$ cat config.mk
export PLATFORM = sky130hd
export DESIGN_NAME = instr_sequencer_flat
export DESIGN_NICKNAME = d
export VERILOG_FILES = /design/src/rtl/instr_sequencer_pkg.sv /design/src/rtl/instr_sequencer_if.sv /design/src/rtl/instr_sequencer_decode.sv /design/src/rtl/instr_sequencer.sv /design/src/flat_wrapper.sv
export SDC_FILE = /design/constraint.sdc
export NUM_CORES = 1
export LEC_CHECK = 0
export CAP_MARGIN = 20
export CORE_ASPECT_RATIO = 1.25
export CORE_UTILIZATION = 36
export CTS_BUF_LIST = sky130_fd_sc_hd__clkbuf_8
export CTS_CLUSTER_SIZE = 40
export DETAILED_ROUTE_END_ITERATION = 6
export GPL_TIMING_DRIVEN = 0
export PLACE_DENSITY = 0.71
export SLEW_MARGIN = 20
export SYNTH_ARGS = -nofsm -noshare
export SYNTH_HDL_FRONTEND = slang
export SYNTH_SLANG_ARGS = --single-unit
$ cat constraint.sdc
create_clock -name clk -period 6.7 [get_ports clk]
set_clock_uncertainty 0.15 [all_clocks]
set_input_delay 1.675 -clock clk [delete_from_list [all_inputs] [get_ports clk]]
set_output_delay 1.675 -clock clk [all_outputs]
set_load 0.02 [all_outputs]
$ cat src/rtl/instr_sequencer_pkg.sv
// -----------------------------------------------------------------------------
// ctrl_pkg
//   Shared definitions for the instruction sequencer and the function unit it
//   steers: opcode values, function-select encodings, sequencer FSM states and
//   the decoded-control bundle produced by instr_decode.
//   The FS_* values are the function unit's own select codes. Change them only
//   together with the function unit.
// -----------------------------------------------------------------------------
package ctrl_pkg;

   // Opcodes, instr[15:12]. 0xC-0xE are undefined.
   localparam logic [3:0] OP_NOP  = 4'h0;
   localparam logic [3:0] OP_ADD  = 4'h1;
   localparam logic [3:0] OP_SUB  = 4'h2;
   localparam logic [3:0] OP_AND  = 4'h3;
   localparam logic [3:0] OP_OR   = 4'h4;
   localparam logic [3:0] OP_XOR  = 4'h5;
   localparam logic [3:0] OP_NOT  = 4'h6;
   localparam logic [3:0] OP_MOV  = 4'h7;
   localparam logic [3:0] OP_LDI  = 4'h8;
   localparam logic [3:0] OP_ADDI = 4'h9;
   localparam logic [3:0] OP_BRZ  = 4'hA;
   localparam logic [3:0] OP_JMP  = 4'hB;
   localparam logic [3:0] OP_HALT = 4'hF;

   // Function-unit select codes
   localparam logic [3:0] FS_ADD   = 4'd0;
   localparam logic [3:0] FS_SUB   = 4'd1;
   localparam logic [3:0] FS_AND   = 4'd2;
   localparam logic [3:0] FS_OR    = 4'd3;
   localparam logic [3:0] FS_XOR   = 4'd4;
   localparam logic [3:0] FS_NOT   = 4'd5;
   localparam logic [3:0] FS_PASSA = 4'd6;
   localparam logic [3:0] FS_PASSB = 4'd7;

   // Sequencer states
   typedef enum logic [1:0] {
      FETCH  = 2'd0,
      DECODE = 2'd1,
      EXEC   = 2'd2,
      HALTED = 2'd3
   } state_t;

   // Decoded control for the instruction held in IR
   typedef struct packed {
      logic [3:0] fs;
      logic       imm_sel;
      logic       wr_en;
      logic       is_brz;
      logic       is_jmp;
      logic       is_halt;
      logic       is_illegal;
   } dec_t;

endpackage

$ cat src/rtl/instr_sequencer_if.sv
// -----------------------------------------------------------------------------
// instr_sequencer_if
//   Instruction fetch port between the instruction source and the sequencer.
//   Ports / signals:
//     instr_valid  source -> seq  source holds a valid instruction word
//     instr        source -> seq  16-bit instruction word
//     instr_ready  seq -> source  sequencer accepts the word this cycle
//     pc           seq -> source  address of the next instruction to fetch
//   A word is transferred on a rising edge where instr_valid && instr_ready.
//   master: instruction source side.  slave: sequencer side.
// -----------------------------------------------------------------------------
interface instr_sequencer_if #(
   parameter int PC_W = 8
);
   logic            instr_valid;
   logic            instr_ready;
   logic [15:0]     instr;
   logic [PC_W-1:0] pc;

   modport master (
      output instr_valid,
      output instr,
      input  instr_ready,
      input  pc
   );

   modport slave (
      input  instr_valid,
      input  instr,
      output instr_ready,
      output pc
   );
endinterface

$ cat src/rtl/instr_sequencer_decode.sv
// -----------------------------------------------------------------------------
// instr_decode
//   Purely combinational decode of the instruction register.
//   Ports:
//     ir   in   16      instruction register
//     ctl  out  dec_t   fs, imm_sel, wr_en, is_brz, is_jmp, is_halt, is_illegal
//     imm  out  DATA_W  immediate operand (LDI: imm8, ADDI: imm3 zero-extended)
//   Ops that do not use the function unit (NOP, JMP, HALT, illegal) leave fs
//   at FS_ADD (code 0) with no write, so nothing they select is ever stored.
// -----------------------------------------------------------------------------
module instr_decode
   import ctrl_pkg::*;
#(
   parameter int DATA_W = 8
) (
   input  logic [15:0]       ir,
   output dec_t              ctl,
   output logic [DATA_W-1:0] imm
);

   always_comb begin
      // NOTE: every output of a combinational block gets a default before the
      // case; a path that skips an assignment would otherwise infer a latch.
      ctl = '0;
      imm = '0;
      case (ir[15:12])
         OP_NOP:  ;
         OP_ADD:  begin ctl.fs = FS_ADD;   ctl.wr_en = 1'b1; end
         OP_SUB:  begin ctl.fs = FS_SUB;   ctl.wr_en = 1'b1; end
         OP_AND:  begin ctl.fs = FS_AND;   ctl.wr_en = 1'b1; end
         OP_OR:   begin ctl.fs = FS_OR;    ctl.wr_en = 1'b1; end
         OP_XOR:  begin ctl.fs = FS_XOR;   ctl.wr_en = 1'b1; end
         OP_NOT:  begin ctl.fs = FS_NOT;   ctl.wr_en = 1'b1; end
         OP_MOV:  begin ctl.fs = FS_PASSA; ctl.wr_en = 1'b1; end
         OP_LDI: begin
            ctl.fs      = FS_PASSB;
            ctl.imm_sel = 1'b1;
            ctl.wr_en   = 1'b1;
            imm         = DATA_W'(ir[7:0]);
         end
         OP_ADDI: begin
            ctl.fs      = FS_ADD;
            ctl.imm_sel = 1'b1;
            ctl.wr_en   = 1'b1;
            imm         = DATA_W'(ir[5:3]);
         end
         // BRZ routes reg[sa] through the function unit so that zero reflects it
         OP_BRZ:  begin ctl.fs = FS_PASSA; ctl.is_brz = 1'b1; end
         OP_JMP:  ctl.is_jmp  = 1'b1;
         OP_HALT: ctl.is_halt = 1'b1;
         default: ctl.is_illegal = 1'b1;
      endcase
   end

endmodule

$ cat src/rtl/instr_sequencer.sv
// -----------------------------------------------------------------------------
// instr_sequencer
//   Multi-cycle control unit for the 8x8 register file and function unit.
//   Fetches one instruction per FETCH -> DECODE -> EXEC round (3 cycles),
//   keeps the PC, drives register-file addresses and function-unit controls,
//   and resolves BRZ/JMP using the function unit's zero flag.
//   Ports:
//     clk      in   1       clock, rising edge
//     reset    in   1       synchronous, active-high
//     fetch    slave        instruction fetch port (instr_valid/instr/
//                           instr_ready/pc)
//     zero     in   1       function-unit result == 0 (combinational)
//     da/aa/ba out  3 each  register-file dest / A / B addresses
//     rw       out  1       register-file write enable (EXEC of ops 1-9)
//     fs       out  4       function select
//     imm_sel  out  1       1: B operand = imm, 0: B operand = reg[ba]
//     imm      out  DATA_W  immediate operand
//     halted   out  1       HALT has executed
//     illegal  out  1       one-cycle pulse in EXEC of an undefined opcode
// -----------------------------------------------------------------------------
module instr_sequencer
   import ctrl_pkg::*;
#(
   parameter int PC_W   = 8,
   parameter int DATA_W = 8
) (
   input  logic              clk,
   input  logic              reset,
   instr_sequencer_if.slave  fetch,
   input  logic              zero,
   output logic [2:0]        da,
   output logic [2:0]        aa,
   output logic [2:0]        ba,
   output logic              rw,
   output logic [3:0]        fs,
   output logic              imm_sel,
   output logic [DATA_W-1:0] imm,
   output logic              halted,
   output logic              illegal
);

   localparam logic [PC_W-1:0] PC_ONE = PC_W'(1);

   state_t            state;
   state_t            state_nx;
   logic [15:0]       ir;
   logic [PC_W-1:0]   pc_q;
   logic [PC_W-1:0]   pc_nx;
   logic [PC_W-1:0]   br_off;
   logic              in_fetch;
   logic              in_exec;
   logic              active;
   logic              accept;
   dec_t              dec;
   logic [DATA_W-1:0] dec_imm;

   instr_decode #(
      .DATA_W (DATA_W)
   ) u_decode (
      .ir  (ir),
      .ctl (dec),
      .imm (dec_imm)
   );

   // Branch offset off8 sign-extended to the PC width; the sum wraps
   // modulo 2^PC_W with no overflow indication.
   assign br_off = PC_W'($signed(ir[7:0]));

   assign in_fetch = (state == FETCH);
   assign in_exec  = (state == EXEC);
   assign active   = (state == DECODE) || in_exec;

   // Handshake is blocked during reset so the reset edge never loads IR
   // with a source word.
   assign accept = in_fetch && fetch.instr_valid && !reset;

   // ---------------------------------------------------------------------------
   // State, PC and IR registers
   // ---------------------------------------------------------------------------
   always_ff @(posedge clk) begin
      // NOTE: sequential state uses non-blocking assignments so every register
      // samples the pre-edge values regardless of statement order.
      if (reset) begin
         state <= FETCH;
         pc_q  <= '0;
         ir    <= '0;
      end else begin
         state <= state_nx;
         pc_q  <= pc_nx;
         if (accept) begin
            ir <= fetch.instr;
         end
      end
   end

   // ---------------------------------------------------------------------------
   // Next state and next PC
   // ---------------------------------------------------------------------------
   always_comb begin
      state_nx = state;
      pc_nx    = pc_q;
      case (state)
         FETCH: begin
            if (fetch.instr_valid) begin
               state_nx = DECODE;
               pc_nx    = pc_q + PC_ONE;
            end
         end
         DECODE: state_nx = EXEC;
         EXEC: begin
            state_nx = dec.is_halt ? HALTED : FETCH;
            // pc already points past this instruction, so the offset is
            // relative to the incremented PC.
            if (dec.is_jmp || (dec.is_brz && zero)) begin
               pc_nx = pc_q + br_off;
            end
         end
         HALTED: ;
         default: state_nx = FETCH;
      endcase
   end

   // ---------------------------------------------------------------------------
   // Outputs
   // ---------------------------------------------------------------------------
   // Datapath controls are driven from IR only in DECODE and EXEC so the
   // register file and function unit see a quiet, all-zero bus while the
   // sequencer idles in FETCH or HALTED. Every strobe is also forced low
   // while reset is high: reset is synchronous, so without this gate a
   // write or accept could still happen on the reset edge itself.
   always_comb begin
      da      = '0;
      aa      = '0;
      ba      = '0;
      fs      = '0;
      imm_sel = 1'b0;
      imm     = '0;
      if (active && !reset) begin
         da      = ir[11:9];
         aa      = ir[8:6];
         ba      = ir[5:3];
         fs      = dec.fs;
         imm_sel = dec.imm_sel;
         imm     = dec_imm;
      end
   end

   // The write lands on the EXEC -> FETCH edge
   assign rw                = in_exec && dec.wr_en && !reset;
   assign illegal           = in_exec && dec.is_illegal && !reset;
   assign halted            = (state == HALTED) && !reset;
   assign fetch.instr_ready = in_fetch && !reset;
   assign fetch.pc          = pc_q;

endmodule
$ cat src/flat_wrapper.sv
// flat-port wrapper written by rule: the top's interface ports become plain ports
module instr_sequencer_flat import ctrl_pkg::*;
#(
   parameter int PC_W   = 8,
   parameter int DATA_W = 8
)
  (clk, reset, zero, da, aa, ba, rw, fs, imm_sel, imm, halted, illegal, fetch_instr_valid, fetch_instr, fetch_instr_ready, fetch_pc);
  instr_sequencer_if #(.PC_W(PC_W)) fetch_i ();
  input  logic clk;
  input  logic reset;
  input  logic zero;
  output logic [2:0] da;
  output logic [2:0] aa;
  output logic [2:0] ba;
  output logic rw;
  output logic [3:0] fs;
  output logic imm_sel;
  output logic [DATA_W-1:0] imm;
  output logic halted;
  output logic illegal;
  input wire logic [$bits(fetch_i.instr_valid)-1:0] fetch_instr_valid;
  input wire logic [$bits(fetch_i.instr)-1:0] fetch_instr;
  output wire logic [$bits(fetch_i.instr_ready)-1:0] fetch_instr_ready;
  output wire logic [$bits(fetch_i.pc)-1:0] fetch_pc;
  assign fetch_i.instr_valid = fetch_instr_valid;
  assign fetch_i.instr = fetch_instr;
  assign fetch_instr_ready = fetch_i.instr_ready;
  assign fetch_pc = fetch_i.pc;
  instr_sequencer #(.PC_W(PC_W), .DATA_W(DATA_W)) u_core (.clk(clk), .reset(reset), .fetch(fetch_i), .zero(zero), .da(da), .aa(aa), .ba(ba), .rw(rw), .fs(fs), .imm_sel(imm_sel), .imm(imm), .halted(halted), .illegal(illegal));
endmodule
Word-level counts from Yosys, hierarchy flattened

Cells that the tools add are included.

Register bits: 26
Input bits: 20
Output and inout bits: 34
Logic and storage cells: 65

Add/sub/neg operators: 2
Equality and inequality tests: 17
Muxes and demuxes: 20
Reduce and logical (&&, ||, !) cells: 23

Operators with widths:

| operator                                                        | number |
|---|---|
| 8-bit case mux with 2 select lines                              | 2 |
| 8-bit 2-to-1 mux                                                | 3 |
| 3-bit case mux with 7 select lines                              | 1 |
| 4-bit == test, second input constant                            | 5 |
| 4-bit by 3-bit == test with 1-bit output, second input constant | 4 |
| 13-bit OR reduction                                             | 1 |
| 3-bit 2-to-1 mux                                                | 4 |
| 1-bit logical AND                                               | 10 |
| 9-bit OR reduction                                              | 1 |
| 8-bit by 1-bit adder with 8-bit output, second input constant   | 1 |
| 8-bit adder                                                     | 1 |
| 4-bit by 2-bit == test with 1-bit output, second input constant | 2 |
| 1-bit 2-to-1 mux                                                | 7 |
| 2-bit case mux with 3 select lines                              | 1 |
| 2-bit == test, second input constant                            | 2 |
| 4-bit by 1-bit == test with 1-bit output, second input constant | 1 |
| 4-bit zero test                                                 | 1 |
| 2-bit 2-to-1 mux                                                | 2 |
| 2-bit inequality test, second input constant                    | 2 |
| 2-bit OR reduction                                              | 2 |
| 3-bit AND reduction                                             | 1 |
| 3-bit nonzero test                                              | 1 |
| 2-bit by 1-bit == test with 1-bit output, second input constant | 1 |
| 2-bit zero test                                                 | 1 |
| other kinds (4)                                                 | 5 |

Longest topological paths before layout

Gate-level depths: netlist (run 1).

Word-level depth: 6
Depth in mapped cells: 11
Depth with buffers taken out: 10

Cells and area by module

From an unflattened synthesis (run 1), not the netlist that was laid out.

Cell total of the unflattened synthesis: 237
Area, all modules: 1,794.2 sq um

Modules (own cells, without submodules):

| module          | times used | cells each | area an instance (sq um) | sequential area each (sq um) |
|---|---|---|---|---|
| instr_sequencer | 1          | 201        | 1,571.5                  | 520.5 |
| instr_decode    | 1          | 36         | 222.7                    | 0.0 |

Worst setup path before layout (run 1)

No wires, ideal clock.

Path kind: input port to output port
Start: input port reset
End: output port imm[3]
Arrival time: 2.666 ns
Required time: 4.875 ns
Slack: 2.209 ns
Stages: 4
Path buffers: 0
Cell sequence: nand2b_1 > or3_1 > nor2_1 > and2_1

Word-level cells in the longest chain between the ends: 3

RTL lines:

| item               | line                   | RTL |
|---|---|---|
| start: declaration | flat_wrapper.sv:10     | `input logic reset;` |
| 1-bit zero test    | instr_sequencer.sv:138 | `if (active && !reset) begin` |
| 1-bit logical AND  | instr_sequencer.sv:138 |  |
| 8-bit 2-to-1 mux   | instr_sequencer.sv:138 |  |
| end: declaration   | flat_wrapper.sv:18     | `output logic [DATA_W-1:0] imm;` |

No other way between the ends.

Worst setup path in the final report (run 1)

Start: input port reset
End: output port imm[4]

Same word-level chain as after synthesis.

==> results of run 1 <==
## worst max-delay path: cells and delay by family
| family | cells | cell delay [ns] |
|---|---|---|
| and+or+nand+nor | 4 | 1.12 |
| buffers and inverters | 2 | 1.14 |
## final timing paths
path | startpoint | end | slack, ns
max | reset | imm[4] | 0.92
min | u_core.ir[10] | u_core.ir[10] | 0.31
max reg2reg | u_core.state[0] | u_core.fetch.pc[6] | 3.92
min reg2reg | u_core.ir[10] | u_core.ir[10] | 0.31
## stage by stage
stage | utilization (%) | worst slack [ns] | instances | area [um^2] | power [mW]
after global placement | 50.7 | 0.913 | 324 | 2230 | 0.284
after CTS | 51.7 | 0.900 | 327 | 2270 | 0.375
after floorplan | - | 2.21 | 214 | 1630 | 0.246
after detailed placement | 50.7 | 0.911 | 324 | 2230 | 0.286
after global routing | 51.7 | 0.797 | 327 | 2270 | 0.395
final | 51.7 | 0.922 | 327 | 2270 | 0.373
## routing by layer
metal | wire length, um | part of all wire (%) | vias to the layer above
li1 | - | - | 829
met1 | 1850 | 47 | 692
met2 | 1870 | 48 | 35
met3 | 133 | 3.4 | 5
met4 | 59 | 1.5 | 0
met5 | 0 | 0 | -
## logic make-up (layout without fill, tap and decap cells)
logic type | count (synthesis) | in the layout | synth area share, %
DFF | 26 | 26 | 31.9
AOI/OAI and AO/OA | 43 | 43 | 15.9
other | 1 | 1 | 0.229
muxes | 8 | 8 | 4.98
xor gates and xnor gates | 3 | 3 | 1.61
buffers and inverters | 19 | 74 | 4.82
adders and majority gates | 12 | 12 | 9.65
and+or+nand+nor | 102 | 102 | 31.0
## cell usage in the layout (no fill, tap or decap), types with 2 or more instances in the layout
cell type	n
a21oi_1	24
mux2i_1	7
nor2_1	18
o21ai_0	4
clkbuf_8	3
inv_1	8
xnor2_1	2
nand2b_1	6
a211oi_1	2
o22a_1	2
nor4_1	2
o21a_1	4
a31oi_1	2
nand3_1	2
buf_4	2
nand2_1	38
or3_1	2
clkbuf_1	8
and2_1	21
clkdlybuf4s50_1	52
nor3_1	3
dfxtp_1	26
nor2b_1	3
ha_1	11
or3b_1	2
## flip-flops by register name, summed over array words and instances, names as in the netlist
signal           count
u_core.ir           16
u_core.fetch.pc      8
u_core.state         2
## cell type report
type / count / area (um^2)
Buffer: 11 / 48.8
Clock buffer: 3 / 41.3
Fill cell: 449 / 2120
Inverter: 8 / 30.0
Multi-Input combinational cell: 169 / 1030
Sequential cell: 26 / 520
Tap cell: 58 / 72.6
Timing Repair Buffer: 52 / 520
## power by group
part | leakage [nW] | internal, mW | switching [mW]
Sequential | 0.213 | 0.167 | 0.0111
Clock | 0.0216 | 0.0404 | 0.0505
Combinational | 0.637 | 0.0485 | 0.0555
==> results.cfg, run 1 <==
[grt]
globalRoute.totalOverflow = 0
met2_usage_pct = 30.7
antenna_found_initial = 0
top_usage_layer = met2
grt_max_degree = 14
grt_pass1_wl_um = 6710
grt_usage_pct = 17.4
grt_use_met3_pct = 2.98
met1_usage_pct = 21.1
first_global_vias = 1496

[worst_setup_path]
crit_chain = clkdlybuf4s50_1 -> nand2b_1 -> or3_1 -> nor2_1 -> and2_1 -> clkdlybuf4s50_1
end_kind = output pin
cp.required_ns = 4.88
critPathLaunchType = input pin
critPathKind = input pin to output pin
cpPeakStageDelay_ns = 0.61
worstPathArrival_ns = 3.95
crit_slowest_cell = clkdlybuf4s50_1
ff2ff_path_depth = 11
path_max_fanout = 7
cp_common_cell = clkdlybuf4s50_1

[drt]
drcViolationCount = 0
drt_iter0_drc = 46
via_per_inst = 4.77
detail_route.wl_per_cell_um = 12.0
firstDrtPassIters = 6
detail-route-antenna-nets = 0
vias = 1561
routed_wl_um = 3920

[logic_synthesis]
synth_cell_type_count = 38
synth_area_leaders = dfxtp_1 32%, nand2_1 8.7%, ha_1 8.4%
async_reset_ff_share_pct = 0
ys.flop_type = dfxtp_1
synth.net_count = 246
yosysSeqAreaShare_pct = 31.9
synth_area_um2 = 1630
ys_ff_latch = 26
yosysMostFrequentCell = nand2_1
synth_cells = 214
synthTopCellsByCount = 38 x nand2_1, 26 x dfxtp_1, 24 x a21oi_1, 21 x and2_1, 18 x nor2_1
yosysWarningCount = 0
synth_top_area_share_pct = 31.9
synth_largest_area_cell = dfxtp_1
synth_edf_count = 0
avgSynthCellArea_um2 = 7.64

[clocking]
cts_tree = done
htree_levels = 1
cts.sinks = 26
cts_resized = 0
cts_buffers = 3
ctsHoldBuffers = 0
cts_post_setup_buffers_inserted = 0
clkLatencyLatePin_ns = 0.27
clock_path_buffers = 2
cts-root-buf = clkbuf_8
clk_pin_slew_ns = 0.09

[power]
leakage_nw = 0.872
p_per_area_nw_per_um2 = 164
ir_drop_v = 0.0000994

[place]
gp_congestion = 0.810
hpwlAfterDp_um = 2990
portBuffers = 52

[cells_and_area]
area_growth_pct = 38.8
n_antenna_cell = 0
drive_gt1_share_pct = 2.97
fin_nets = 303

[floorplan]
fp.dieW_um = 62.3
chipHeight_um = 77.3
dieArea_um2 = 4810
io_pins = 54
initial_utilization_pct = 37.2
rows = 27
core_um2 = 4390

[min_path]
hold_path_depth = 2
hp-class = flip-flop to flip-flop

[status]
status = completed

[sta]
drv_slew = 0
rsz0062_at_grt = no
fin_hold_ws_ns = 0.306
post-route-period-util_pct = 86.2
tightestPinTransition_ns = 0.522
min_period_ns = 5.78
hold_viol = 0
timing.fmax_mhz = 173
slew_headroom_pct = 65.1
finalSetupViolCount = 0
tns_ns = 0

[flow_run]
cap_violations = 0
No activity file was read; power rests on OpenSTA's default activity.
==> run 2, diff against run 1 <==
--- a/config.mk
+++ b/config.mk
@@ -7,12 +7,13 @@
 export LEC_CHECK = 0
 export CAP_MARGIN = 20
 export CORE_ASPECT_RATIO = 1.25
-export CORE_UTILIZATION = 36
+export CORE_UTILIZATION = 28
 export CTS_BUF_LIST = sky130_fd_sc_hd__clkbuf_8
+export CTS_CLUSTER_DIAMETER = 100
 export CTS_CLUSTER_SIZE = 40
 export DETAILED_ROUTE_END_ITERATION = 6
 export GPL_TIMING_DRIVEN = 0
-export PLACE_DENSITY = 0.71
+export PLACE_DENSITY = 0.59
 export SLEW_MARGIN = 20
 export SYNTH_ARGS = -nofsm -noshare
 export SYNTH_HDL_FRONTEND = slang
==> results.cfg, run 2 (synthesized netlist as in run 1, its figures left out) <==
[clocking]
cts_post_setup_buffers_inserted = 0
clkLatencyLatePin_ns = 0.28
cts_buffers = 3
cts_tree = done
cts-root-buf = clkbuf_8
clk_pin_slew_ns = 0.09
ctsHoldBuffers = 0
htree_levels = 1
clock_path_buffers = 2
cts.sinks = 26
cts_resized = 0

[grt]
grt_max_degree = 16
grt_usage_pct = 14.0
antenna_found_initial = 0
globalRoute.totalOverflow = 0
first_global_vias = 1484
grt_pass1_wl_um = 6810

[drt]
firstDrtPassIters = 4
routed_wl_um = 4190
detail_route.wl_per_cell_um = 12.6
drcViolationCount = 0
via_per_inst = 4.66
drt_iter0_drc = 58
vias = 1558
detail-route-antenna-nets = 0

[worst_setup_path]
r2r-end = u_core.fetch.pc[6]
cp.required_ns = 4.88
ff2ff_path_depth = 11
rrSetupSlack_ns = 3.91
worstPathArrival_ns = 3.98
critPathLaunchType = input pin
critPathKind = input pin to output pin
crit_start = reset
end_kind = output pin
path_max_fanout = 7
crit_path_end = imm[4]
r2r_start = u_core.state[0]

[place]
portBuffers = 52
gp_congestion = 0.803
hpwlAfterDp_um = 3170

[cells_and_area]
fin_nets = 303
fillers = 582
area_growth_pct = 41.1
layout_common_cells = 52 x clkdlybuf4s50_1, 38 x nand2_1, 26 x dfxtp_1
utilization_pct = 41.8
drive_gt1_share_pct = 3.33
top_register = u_core.ir
n_antenna_cell = 0
final_common_cell = clkdlybuf4s50_1
largest_reg_flops = 16

[sta]
tightestPinTransition_ns = 0.528
post-route-period-util_pct = 86.6
slew_headroom_pct = 64.6
tns_ns = 0
timing.fmax_mhz = 172
drv_slew = 0
finalSetupViolCount = 0
min_period_ns = 5.80
hold_viol = 0
rsz0062_at_grt = no

[floorplan]
rows = 30
core_um2 = 5520
io_pins = 54
initial_utilization_pct = 29.6
dieArea_um2 = 6150
fp.dieW_um = 70.3
chipHeight_um = 87.4

[power]
ir_drop_v = 0.0000807
finalPower_mw = 0.418
leakage_nw = 0.886
p_per_area_nw_per_um2 = 181

[min_path]
hp-class = flip-flop to flip-flop

[status]
status = completed

[flow_run]
cap_violations = 0
[run 2: cell types whose count changed in the layout (fill, tap and decap cells not counted)]
cell | before | now
bufinv_16 | 0 | 1
[run 2: critical path, stage by stage]
cell and delay [ns]:
clkdlybuf4s50_1 0.55, nand2b_1 0.27, or3_1 0.47, nor2_1 0.23, and2_1 0.16, clkdlybuf4s50_1 0.61
[run 2: how the worst min path moves through the flow]
stage | startpoint | end | slack, ns | cells past startpoint
final | u_core.ir[9] | u_core.ir[9] | 0.31 | 2
after global routing | u_core.ir[11] | u_core.ir[11] | 0.33 | 2
after CTS | u_core.ir[11] | u_core.ir[11] | 0.31 | 2
after detailed placement | u_core.ir[8] | u_core.ir[8] | 0.30 | 2
after global placement | u_core.ir[10] | u_core.ir[10] | 0.29 | 2
after floorplan | u_core.ir[10] | u_core.ir[10] | 0.28 | 2
[run 2: final cells by class]
type	instances	area, um^2	area share [%]
plain buffers	11	48.8	2.12
clock buffers	3	41.3	1.79
clock inverters	1	30.0	1.30
inverters	8	30.0	1.30
multi-input cells	169	1030	44.9
flip-flops and latches	26	520	22.6
well taps	64	80.1	3.47
repair buffers	52	520	22.6
[run 2: routing by layer]
layer	track usage, %	part of all wire (%)	up-vias
met5	0	0	-
met3	2.55	4.4	4
met4	5.09	1.3	0
met2	24.5	47	41
met1	16.9	47	684
li1	-	-	829
[run 2: per-stage QoR]
step / instance area [um^2] / cells / hold slack (ns) / setup WS (ns)
global route: 2310 / 334 / 0.326 / 0.742
floorplan: 1630 / 214 / 0.282 / 2.21
global placement: 2230 / 330 / 0.288 / 0.876
detailed placement: 2230 / 330 / 0.295 / 0.884
finish: 2310 / 334 / 0.306 / 0.899
CTS: 2310 / 334 / 0.312 / 0.871
[run 2: where the power goes]
group          switching (mW)  internal (mW)  total (mW)  leakage [nW]
Sequential             0.0109          0.167       0.178         0.213
Combinational          0.0569         0.0488       0.106         0.637
Clock                  0.0546         0.0801       0.135        0.0357
Total                   0.122          0.295       0.418         0.886
